===== config.mk =====
export PLATFORM = sky130hd
export DESIGN_NAME = writeback_arbiter
export DESIGN_NICKNAME = d
export VERILOG_FILES = /design/src/rtl/writeback_arbiter.sv
export SDC_FILE = /design/constraint.sdc
export NUM_CORES = 1
export LEC_CHECK = 0
export BUFFER_PORTS_ARGS = -buffer_cell sky130_fd_sc_hd__buf_2
export CORE_MARGIN = 1.5
export CORE_UTILIZATION = 50
export CTS_CLUSTER_DIAMETER = 50
export DETAILED_ROUTE_END_ITERATION = 16
export GPL_TIMING_DRIVEN = 0
export PLACE_DENSITY = 0.72
export SYNTH_ARGS = -nofsm -noshare
export SYNTH_HDL_FRONTEND = slang
export SYNTH_SLANG_ARGS = --single-unit

===== constraint.sdc =====
create_clock -name clk_i -period 3.1 [get_ports clk_i]
set_input_delay 0.62 -clock clk_i [delete_from_list [all_inputs] [get_ports clk_i]]
set_output_delay 0.62 -clock clk_i [all_outputs]
set_load 0.005 [all_outputs]

===== src/rtl/writeback_arbiter.sv =====
// -----------------------------------------------------------------------------
// writeback_arbiter
//   Drives the single write port of the 32x32 register file. Single-cycle ALU
//   results and out-of-order load returns share that port. Load returns are
//   always queued in a small FIFO and are never bypassed. Each cycle, one
//   source is selected from the registered FIFO occupancy:
//     - FIFO full          : drain the FIFO head. The ALU is stalled.
//     - ALU valid          : write the ALU result.
//     - FIFO not empty     : drain the FIFO head.
//     - otherwise          : no write.
//   A selected entry with rd==0 is consumed without a write. When no write
//   occurs, rd_o and wd_o keep their last values.
//
// Parameters
//   DEPTH        load-result FIFO depth. Must be a power of two and >= 2.
//
// Ports
//   clk_i        clock, rising edge
//   reset_ni     asynchronous active-low reset
//   alu_valid_i  ALU result valid
//   alu_rd_i     ALU destination register
//   alu_wd_i     ALU result data
//   alu_ready_o  ALU result accepted (low only while the FIFO is full)
//   lsu_valid_i  load result valid
//   lsu_rd_i     load destination register
//   lsu_wd_i     load data
//   lsu_ready_o  FIFO can accept a load result
//   regwrite_o   register file write enable (registered)
//   rd_o         register file write address (registered)
//   wd_o         register file write data (registered)
//   stall_cnt_o  saturating count of cycles in which the ALU was stalled.
//                This port exists only when WB_PERF_EN is defined.
//
// Build option
//   WB_PERF_EN   adds the stall_cnt_o port and its counter.
// -----------------------------------------------------------------------------
module writeback_arbiter #(
  parameter int DEPTH = 4
) (
  input  logic        clk_i,
  input  logic        reset_ni,
  input  logic        alu_valid_i,
  input  logic [4:0]  alu_rd_i,
  input  logic [31:0] alu_wd_i,
  output logic        alu_ready_o,
  input  logic        lsu_valid_i,
  input  logic [4:0]  lsu_rd_i,
  input  logic [31:0] lsu_wd_i,
  output logic        lsu_ready_o,
  output logic        regwrite_o,
  output logic [4:0]  rd_o,
  output logic [31:0] wd_o
`ifdef WB_PERF_EN
  ,
  output logic [31:0] stall_cnt_o
`endif
);

  localparam int AW = (DEPTH > 1) ? $clog2(DEPTH) : 1;
  localparam int CW = AW + 1;
  localparam logic [CW-1:0] FULL_CNT = CW'(DEPTH);

  logic [4:0]    rd_mem [DEPTH];
  logic [31:0]   wd_mem [DEPTH];
  logic [CW-1:0] count;
  logic [AW-1:0] rd_ptr;
  logic [AW-1:0] wr_ptr;

  logic          full;
  logic          empty;
  logic          sel_alu;
  logic          pop;
  logic          push;
  logic [4:0]    sel_rd;
  logic [31:0]   sel_wd;

  // Source selection uses only the registered count, so both ready outputs
  // are independent of the valid inputs.
  always_comb begin
    full    = (count == FULL_CNT);
    empty   = (count == '0);
    sel_alu = alu_valid_i && !full;
    pop     = full || (!alu_valid_i && !empty);
    push    = lsu_valid_i && !full;
    sel_rd  = sel_alu ? alu_rd_i : rd_mem[rd_ptr];
    sel_wd  = sel_alu ? alu_wd_i : wd_mem[rd_ptr];
  end

  assign alu_ready_o = !full;
  assign lsu_ready_o = !full;

  // The data array has no reset. Reset discards entries by clearing the
  // count and the pointers.
  always_ff @(posedge clk_i) begin
    if (push) begin
      rd_mem[wr_ptr] <= lsu_rd_i;
      wd_mem[wr_ptr] <= lsu_wd_i;
    end
  end

  // DEPTH is a power of two, so the pointers wrap naturally.
  always_ff @(posedge clk_i or negedge reset_ni) begin
    if (!reset_ni) begin
      count  <= '0;
      rd_ptr <= '0;
      wr_ptr <= '0;
    end else begin
      count <= count + CW'(push) - CW'(pop);
      if (push) wr_ptr <= wr_ptr + AW'(1);
      if (pop)  rd_ptr <= rd_ptr + AW'(1);
    end
  end

  // A write to x0 is consumed here and never reaches the register file.
  // rd_o and wd_o change only when a real write is issued.
  always_ff @(posedge clk_i or negedge reset_ni) begin
    if (!reset_ni) begin
      regwrite_o <= 1'b0;
      rd_o       <= '0;
      wd_o       <= '0;
    end else if ((sel_alu || pop) && (sel_rd != '0)) begin
      regwrite_o <= 1'b1;
      rd_o       <= sel_rd;
      wd_o       <= sel_wd;
    end else begin
      regwrite_o <= 1'b0;
    end
  end

`ifdef WB_PERF_EN
  always_ff @(posedge clk_i or negedge reset_ni) begin
    if (!reset_ni) begin
      stall_cnt_o <= '0;
    end else if (alu_valid_i && full && (stall_cnt_o != 32'hFFFF_FFFF)) begin
      stall_cnt_o <= stall_cnt_o + 32'd1;
    end
  end
`endif

endmodule


# Word-level counts from Yosys, hierarchy flattened
# Memories as Yosys holds them, arrays and structs flattened.
# Index checks and enable logic that the tools add are counted.
# op_classes
add_sub_neg	4
reduce_logical	11
eq_ne	1
muxes	5
# ops
operator	n
32-bit 2-to-1 mux	1
5-bit 2-to-1 mux	1
5-bit nonzero test	1
2-bit by 1-bit adder with 2-bit output (second input constant)	2
1-bit logical AND	4
3-bit by 1-bit adder with 3-bit output	1
3-bit == test (second input constant)	1
1-bit logical NOT	3
3-bit logical NOT	1
1-bit 2-to-1 mux	3
3-bit by 1-bit subtractor with 3-bit output	1
1-bit logical OR	2
# totals
output_inout_bits	40
wordCells	29
input_bits	78
mem_count	2
ram_bits	148
regBits	45
# mem_list
memory	depth	word_bits	read_ports	rd_clocked_by_memory_dff	write_ports	line	text
wd_mem	4	32	1	0	1	64	logic [31:0] wd_mem [DEPTH];
rd_mem	4	5	1	0	1	63	logic [4:0] rd_mem [DEPTH];

# Depth between registers and ports, before layout
# Gate-level depths: netlist of run 1.
# logic_depth
depth_word	7
depth_mapped	9
depth_no_buf	8

# Worst setup path after synthesis of run 1
# OpenSTA, ideal clock, no wires.
# synth_path
path_type	input port to flip-flop
from	in alu_valid_i
to	reg count[2]
path_buffers	0
stages	8
slack_ps	385
setup_time_ps	123
arrival_time_ps	2592
path_cell_list	nor4_1 -> a21oi_1 -> ha_1 -> inv_1 -> ha_1 -> fa_1 -> xnor2_1 -> xnor2_1
# synth_via
elab_chain_cells	4
# synth_lines
item	line	text
start, declared	42	input logic alu_valid_i,
1-bit logical NOT	83	pop = full || (!alu_valid_i && !empty);
1-bit logical AND	83	
1-bit logical OR	83	
named net pop	72	logic pop;
3-bit by 1-bit subtractor with 3-bit output	108	count <= count + CW'(push) - CW'(pop);
end signal, assigned	108	
end, declared	65	logic [CW-1:0] count;
# The timed path passes the listed nets, and every way through them passes these cells.
# A chain may end at the register's enable or synchronous reset.

# Worst setup path after layout of run 1
# layout_path
from	reg count[1]
to	reg count[2]
# layout_via
elab_chain_cells	5
word_cells_on_any_way	9
cone_classes	add/sub: 2; eq/ne: 1; reduce/logical: 6
# layout_lines
item	line	text
3-bit logical NOT	81	empty = (count == '0);
1-bit logical NOT	83	
1-bit logical AND	83	
1-bit logical OR *	83	
named net pop	72	
3-bit by 1-bit subtractor with 3-bit output *	108	
# The timed path passes the listed nets; every way through them passes the cells marked *.

==> metrics, run 1 <==
outcome=finished clean; TritonCTS Buffers=17; die area=16,300 um^2; grt ovf=0; Peak VDD IR=between 0.5 and 0.6 mV; # IOs=~120; Die Y=approximately 130 um; root buffer cell=clkbuf_16; Worst-path clk slew=~0.070 ns; total of max-cap violations=0; CTS sink count=193; Clock H-tree levels=4; vias per inst=5.39; slew of the pin with the lowest slew margin=1.13 ns; most frequent cells in the layout=edfxtp_1, buf_2, dfrtp_1, mux2_2, mux4_2; simple-gate share of the synthesized area=0.0124; largest net degree at the start of global routing=46; syn_nets=442; Port Buf Inserts=117; initial drt markers=217; RD Place Congestion=a little under 0.7; first-pass GRT wire length=23.0 mm; post-synthesis mux area share=0.227; Worst EP required=3.44 ns; Core Area=15,100 um^2; postcts setup bufs=0; Die W=~130 um; Clk pwr share=0.240; layout cells sized above 1=0.543; post-layout instance area=9270 um^2; setup_tns=0 ns; sequential-to-total area share from yosys stat=0.719; Worst EP arrival=approximately 3.0 ns; Logic pwr share=0.329; antenna violations before repair=1; Mapped Area=slightly below 8000 um^2; switch share=0.278; Synth Area in Compound Gates=0.00646; Startpoint Class=flop; Max Fanout on Critical Path=5; vias in the first global route=4,137; commonest non-fill, non-tap cell in the layout=edfxtp_1; DR vias=about 3,800; Leakage=approximately 3.6 nW; FF+latch count, synth=193; power per cell area=about 950 nW/um^2; final wirelength=14.8 mm; XOR/XNOR Fraction of Synth Area=0.00565; Antenna Nets Post-Route=0; nets=582; dpl cell area=8680 um^2; TritonCTS clock tree=built; final hold vios=0; Setup Viol. Count Final=0; Max Clock Freq=0.377 GHz; DRC=0; P&R area growth vs syn=19.6%; Tmin final=2.65 ns; Rel. slew slack=0.244; switching power=0.00244 W; GRT Util Overall=0.198; standard-cell rows=45; RSZ-0062 raised after global routing=no; Tcrit/Tclk final=0.856; Crit Path Class=reg2reg; Internal=0.00635 W; syn_area_per_cell=21.7 um^2; synth warn=0; clk_skew=0.0110 ns; Netlist cell types=28; Post-DP HPWL=9.61 mm; WL per Instance=21.1 um; Initial Util=0.512; Max Buffers Root-to-Sink=2; CP endpoint kind=flop; DRT Pass-1 Iters=4; fraction of the mapped netlist area in adder cells=0.0123; max-slew violations=0; largest family of logic cells by synthesized area=multiplexers; worst skew pair latency=0.42 ns; Syn Inst Count=between 300 and 400; Seq pwr share=0.431; Hold WC Path Type=in2reg
## power by group through the flow
stage | combinational, W | sequential [W] | clock [W]
finish | 0.00289 | 0.00379 | 0.00211
global placement | 0.00277 | 0.00382 | 0
CTS | 0.00295 | 0.00380 | 0.00215
detailed placement | 0.00294 | 0.00384 | 0
global route | 0.00315 | 0.00385 | 0.00224
floorplan | 0.00198 | 0.00382 | 0
## critical path, stage by stage, from the launching register on
cell and delay, ns:
dfrtp_1 0.41, nor4_2 0.64, a21oi_1 0.24, ha_1 0.35, inv_1 0.04, ha_1 0.18
fa_1 0.38, xnor2_1 0.20, xnor2_1 0.14
## layer usage
metal	part of all wire	wire length [um]	up-vias	global-route usage
met5	0	0	-	0
li1	-	-	1713	-
met4	0.018	272	0	0.0849
met3	0.048	716	20	0.0477
met2	0.51	7520	105	0.328
met1	0.42	6280	1931	0.251
## state kept, by name, indices dropped and copies added, names as in the netlist
register	cells
count	3
regwrite_o	1
rd_ptr	2
rd_o	5
wr_ptr	2
wd_mem	128
wd_o	32
rd_mem	20
## cell families after synthesis
kind of cell,after synthesis
adders and majority gates,7
buffers and inverters,23
DFF,193
and+or+nand+nor,13
AOI/OAI and AO/OA,6
xor gates and xnor gates,5
muxes,110
## per-stage QoR
| stage | util | setup WS, ns | power [W] | hold slack, ns | cells |
|---|---|---|---|---|---|
| after floorplan | - | 0.385 | 0.00580 | 0.324 | 357 |
| after global placement | 0.566 | -0.00796 | 0.00659 | 0.485 | 662 |
| after detailed placement | 0.573 | -0.156 | 0.00678 | 0.491 | 666 |
| after CTS | 0.611 | 0.0969 | 0.00890 | 0.389 | 698 |
| after global routing | 0.612 | 0.281 | 0.00924 | 0.387 | 698 |
| final | 0.612 | 0.447 | 0.00879 | 0.407 | 699 |
## synth_stat cells (all sizes together)
| master | count | area (um^2) |
|---|---|---|
| o22ai | 2 | 12.5 |
| dfrtp | 45 | 1130 |
| nor4 | 3 | 33.8 |
| mux4 | 37 | 837 |
| inv | 6 | 22.5 |
| xnor2 | 4 | 35.0 |
| clkbuf | 3 | 11.3 |
| a21oi | 2 | 10.0 |
| and2b | 1 | 7.51 |
| edfxtp | 148 | 4440 |
| xor2 | 1 | 8.76 |
| nand2 | 3 | 11.3 |
| mux2i | 2 | 20.0 |
| buf | 14 | 96.3 |
| a211oi | 1 | 20.0 |
| or3b | 1 | 8.76 |
| mux2 | 71 | 905 |
| ha | 6 | 75.1 |
| o31ai | 1 | 7.51 |
| fa | 1 | 20.0 |
| and3 | 4 | 25.0 |
| and4b | 1 | 10.0 |
## final timing paths
| path | start | end | slack (ns) | depth (start not counted) |
|---|---|---|---|---|
| min | lsu_rd_i[3] | rd_mem[0][3] | 0.41 | 1 |
| max reg2reg | count[1] | count[2] | 0.45 | 8 |
| min reg2reg | wd_o[26] | wd_o[26] | 0.51 | 1 |
| max in group asynchronous | reset_ni | wd_o[3] | 1.98 | 1 |
| min in group asynchronous | reset_ni | count[0] | 0.43 | 1 |
| max | count[1] | count[2] | 0.45 | 8 |
## final cells by class
type | count | area [um^2]
fill | 1106 | 5880
sequential | 193 | 5570
multi-input combinational | 141 | 2060
timing repair buffer | 121 | 688
clock buffer | 25 | 505
tap | 188 | 235
buffer | 17 | 108
clock inverter | 7 | 76.3
inverter | 6 | 22.5
antenna | 1 | 2.50
## repair_timing
item,CTS,global route
endpoints found under the setup margin,0,1
gates resized for setup,0,1
hold buffers,0,0
(Power assumes the default switching activity.)
==> run 2, diff against run 1 <==
Settings changed: RECOVER_POWER from default to 25.
==> metrics, run 2 (synthesized netlist as in run 1, its figures left out) <==
DRT Pass-1 Iters=4 (unchanged); HP Start=lsu_wd_i[8]; P&R area growth vs syn=19.1%; Max Buffers Root-to-Sink=2 (unchanged); Die Y=127 um (unchanged); Core Area=15,100 um^2 (unchanged); Finished Layout Cells=699 (unchanged); most frequent cells in the layout=edfxtp_1, buf_2, dfrtp_1, mux2_2, mux4_2; Antenna Nets Post-Route=0 (unchanged); Setup Viol. Count Final=0 (unchanged); total of max-cap violations=0 (unchanged); RSZ-0062 raised after global routing=no; CP endpoint kind=flop; die area=16,300 um^2 (unchanged); final wirelength=14.8 mm (about the same); max-slew violations=0 (unchanged); slew of the pin with the lowest slew margin=1.14 ns (+0.00656 ns); first-pass GRT wire length=23.0 mm (unchanged); Biggest register=wd_mem; largest net degree at the start of global routing=46 (unchanged); Rel. slew slack=0.240 (-0.00438); Tcrit/Tclk final=0.856 (about the same); Crit Path Class=reg2reg; # IOs=118 (unchanged); CP Capture Point=count[2]; Post-Place Cells=666 (unchanged); CTS sink count=193 (unchanged); Worst-path clk slew=0.06 ns (about the same); RD Place Congestion=0.680 (unchanged); CTS Hold Bufs=0 (unchanged); Leakage=3.48 nW (-2.2%); vias in the first global route=4,137 (unchanged); CP Launch Point=count[1]; vias per inst=5.39 (unchanged); worst skew pair latency=0.42 ns (about the same); TritonCTS clock tree=built; max reg flops=128 (unchanged); Max Clock Freq=0.377 GHz (about the same); Worst EP arrival=3.00 ns (about the same); power per cell area=952 nW/um^2 (+0.36%); FF-to-FF path depth=8 (unchanged); TritonCTS Buffers=17 (unchanged); layout cells sized above 1=0.486 (-0.0569); outcome=finished clean; Worst EP required=3.44 ns (about the same); Met1 Routed Length=6.21 mm (-1.1%); Peak VDD IR=0.503 mV (+0.43%); nets=582 (unchanged); Top Metal Used=met4; DR vias=3,769 (unchanged); commonest non-fill, non-tap cell in the layout=edfxtp_1; worst hold slack=0.416 ns (+0.00905 ns); WL per Instance=21.1 um (about the same); grt ovf=0 (unchanged); root buffer cell=clkbuf_16; top flop regs=wd_mem (128), wd_o (32), rd_mem (20); standard-cell rows=45 (unchanged); Tmin final=2.65 ns (+0.00185 ns); DRC=0 (unchanged); Clock H-tree levels=4 (unchanged); Max Fanout on Critical Path=5 (unchanged); Hold WC Path Type=in2reg; Startpoint Class=flop; Port Buf Inserts=117 (unchanged); met2 wire len=7.54 mm (+0.36%); clk_skew=0.0117 ns (+0.000647 ns); antenna violations before repair=1 (unchanged); GRT Util Overall=0.198 (unchanged); wire length on met3=736 um (+2.8%); Die W=127 um (unchanged); Post-DP HPWL=9.61 mm (unchanged); reg2reg start=count[1]; initial drt markers=228 (+5.1%); Initial Util=0.512 (unchanged); postcts setup bufs=0 (unchanged); slack of the worst reg-to-reg path=0.45 ns (about the same); Layout Utilization=0.609 (-0.00240); final hold vios=0 (unchanged); FF-to-FF End=count[2]
## run 2: changes by cell type in the layout (fill, tap and decap cells not counted)
cell | previous run | this run
clkbuf_1 | 6 | 35
buf_2 | 125 | 96
## run 2: report_power, final
group	leakage, nW	internal (W)	switching, W
Combinational	1.33	0.00159	0.00130
Clock	0.280	0.00122	0.000890
Sequential	1.88	0.00353	0.000254
## run 2: cell type report
class,count,area [um^2]
sequential,193,5570
multi-input combinational,141,2060
tap,188,235
buffer,17,108
timing repair buffer,121,652
fill,1112,5920
clock inverter,7,76.3
antenna,1,2.50
clock buffer,25,505
inverter,6,22.5
## run 2: worst min path at each step
stage | slack [ns] | endpoint | cells after the start
global placement | 0.49 | wd_o[31] | 1
global route | 0.41 | wd_mem[3][3] | 1
finish | 0.42 | wd_mem[0][8] | 1
detailed placement | 0.49 | wd_o[28] | 1
floorplan | 0.32 | count[0] | 0
CTS | 0.39 | wd_mem[2][14] | 1
## run 2: per-stage QoR
stage	setup WS [ns]	instance area, um^2	setup TNS [ns]	total power, W
after floorplan	0.385	7750	0	0.00580
after global placement	-0.00796	8570	-0.00796	0.00659
after detailed placement	-0.156	8680	-0.156	0.00678
after CTS	0.0969	9260	0	0.00890
after global routing	0.281	9230	0	0.00923
final	0.445	9230	0	0.00879
## run 2: metal layers
| layer | up-vias | track usage |
|---|---|---|
| li1 | 1717 | - |
| met1 | 1927 | 0.251 |
| met2 | 103 | 0.328 |
| met3 | 22 | 0.0477 |
| met4 | 0 | 0.0849 |
| met5 | - | 0 |
## run 2: worst max-delay path: stages, from the launching register on
cell	delay, ns
dfrtp_1	0.41
nor4_2	0.64
a21oi_1	0.24
ha_1	0.35
inv_1	0.04
ha_1	0.18
fa_1	0.38
xnor2_1	0.20
xnor2_1	0.14
## run 2: what timing repair did
item	CTS	global route
endpoints found under the hold margin	0	0
resized for setup	0	1
endpoints found under the setup margin	0	1
==> run 3, diff against run 2 <==
Settings changed: BUFFER_PORTS_ARGS -buffer_cell sky130_fd_sc_hd__buf_2 to default, DONT_BUFFER_PORTS from default to 1, PLACE_DENSITY 0.72 to default, SLEW_MARGIN from default to 20.
==> metrics, run 3 (synthesized netlist as in run 1, its figures left out) <==
outcome=finished, violations left; violated checks=capacitance limit, slew limit; max-slew violations=46 (+46); standard-cell rows=45 (unchanged); Worst EP required=3.45 ns (about the same); Max Clock Freq=0.343 GHz (-8.9%); Max Fanout on Critical Path=5 (unchanged); DRT Pass-1 Iters=6 (+2); RSZ-0062 raised after global routing=no; CTS sink count=193 (unchanged); Setup Viol. Count Final=0 (unchanged); slew of the pin with the lowest slew margin=2.38 ns (+1.24 ns); layout cells sized above 1=0.404 (-0.0827); Tmin final=2.91 ns (+0.259 ns); CP max-delay cell=nor4_1; Clock H-tree levels=4 (unchanged); Biggest register=wd_mem; final hold vios=0 (unchanged); nets=466 (-20%); clk_skew=0.00779 ns (-0.00390 ns); top flop regs=wd_mem (128), wd_o (32), rd_mem (20); Leakage=3.14 nW (-9.9%); CP bufs+invs=1 (unchanged); CP Cell Sequence=nor4_1 -> a21oi_1 -> ha_1 -> inv_1 -> ha_1 -> fa_1 -> xnor2_1 -> xnor2_1; GRT Util Overall=0.190 (-0.00801); setup_tns=0 ns (unchanged); # IOs=118 (unchanged); Startpoint Class=flop; Initial Util=0.512 (unchanged); TritonCTS Buffers=17 (unchanged); TritonCTS clock tree=built; Worst-path clk slew=0.07 ns (about the same); worst hold slack=0.284 ns (-0.132 ns); commonest non-fill, non-tap cell in the layout=edfxtp_1; Worst EP arrival=3.26 ns (+0.26 ns); P&R area growth vs syn=12.8%; Tcrit/Tclk final=0.940 (+0.0835); RD Place Congestion=0.689 (+1.3%); Core Area=15,100 um^2 (unchanged); vias per inst=5.88 (+9.0%); largest net degree at the start of global routing=46 (unchanged); Crit Path Class=reg2reg; Post-DP HPWL=9.25 mm (-3.8%); antenna violations before repair=2 (+1); Die Y=127 um (unchanged); DRC=0 (unchanged); root buffer cell=clkbuf_16; die area=16,300 um^2 (unchanged); initial drt markers=246 (+7.9%); # fillers=1,102 (-0.90%); DR vias=3,426 (-9.1%); total of max-cap violations=1 (+1); slowest stage delay, CP=0.87 ns (+0.23 ns); Die W=127 um (unchanged); worst skew pair latency=0.42 ns (about the same); most frequent cells in the layout=edfxtp_1, dfrtp_1, mux2_2, mux4_2, mux2_4; Peak VDD IR=0.507 mV (+0.85%); Max Buffers Root-to-Sink=2 (unchanged); CP endpoint kind=flop; max reg flops=128 (unchanged); Rel. slew slack=-0.589 (-0.829); WL per Instance=24.4 um (+15%); power per cell area=999 nW/um^2 (+5.0%); Antenna Nets Post-Route=0 (unchanged); Hold WC Path Type=in2reg; grt ovf=0 (unchanged); first-pass GRT wire length=21.8 mm (-5.5%); vias in the first global route=3,812 (-7.9%); Port Buf Inserts=0 (-100%); final wirelength=14.2 mm (-3.7%); CP delay by family, top=adder cells
-- run 3: cell types whose count changed in the layout (fill, tap and decap cells not counted), sizes merged --
cell           previous run  this run
buf                     106        18
bufinv                    1         5
clkbuf                   57        22
clkdlybuf4s25             0         1
clkinv                    4         5
clkinvlp                  2         1
inv                       6         8
-- run 3: layout make-up --
| class | instances | area [um^2] | share of cell area |
|---|---|---|---|
| sequential | 193 | 5570 | 0.638 |
| multi-input combinational | 141 | 2050 | 0.235 |
| clock buffer | 19 | 433 | 0.0495 |
| tap | 188 | 235 | 0.0269 |
| clock inverter | 13 | 209 | 0.0239 |
| buffer | 17 | 108 | 0.0123 |
| timing repair buffer | 5 | 105 | 0.0120 |
| inverter | 6 | 22.5 | 0.00258 |
| antenna | 1 | 2.50 | 0.000286 |
-- run 3: metrics by stage --
step	cells	utilization	cell area, um^2	worst slack [ns]	total power (W)
floorplan	357	-	7750	0.385	0.00580
global placement	545	0.527	7980	0.120	0.00635
detailed placement	549	0.534	8080	0.0779	0.00647
CTS	582	0.578	8750	0.191	0.00887
global route	582	0.577	8730	0.0338	0.00918
finish	583	0.577	8740	0.187	0.00873
-- run 3: worst paths after layout --
check / endpoint / depth (start not counted) / from / slack (ns)
worst min register to register: count[0] / 1 / count[0] / 0.53
max in group asynchronous: rd_o[3] / 1 / reset_ni / 0.63
worst max-delay path: count[2] / 8 / count[1] / 0.19
min in group asynchronous: wd_o[14] / 1 / reset_ni / 1.12
worst min-delay path: wd_mem[2][11] / 0 / lsu_wd_i[11] / 0.28
worst max register to register: count[2] / 8 / count[1] / 0.19
-- run 3: what timing repair did --
item	4_1_cts	5_1_grt
setup endpoints to repair	0	0
resized for setup	0	0
buffers inserted	0	0
endpoints found under the hold margin	45	0
hold buffers	1	0
-- run 3: power breakdown --
part	total [W]	leakage (nW)	switching, W	internal (W)
clock	0.00237	0.311	0.000929	0.00144
combinational	0.00251	0.951	0.00112	0.00139
sequential	0.00386	1.88	0.000321	0.00354
total	0.00873	3.14	0.00237	0.00636
-- run 3: metal layers --
layer | share of wire | GRT usage | up-vias
met5 | 0 | 0 | -
met2 | 0.50 | 0.307 | 100
li1 | - | - | 1484
met4 | 0.010 | 0.0655 | 0
met1 | 0.42 | 0.237 | 1827
met3 | 0.069 | 0.0712 | 15
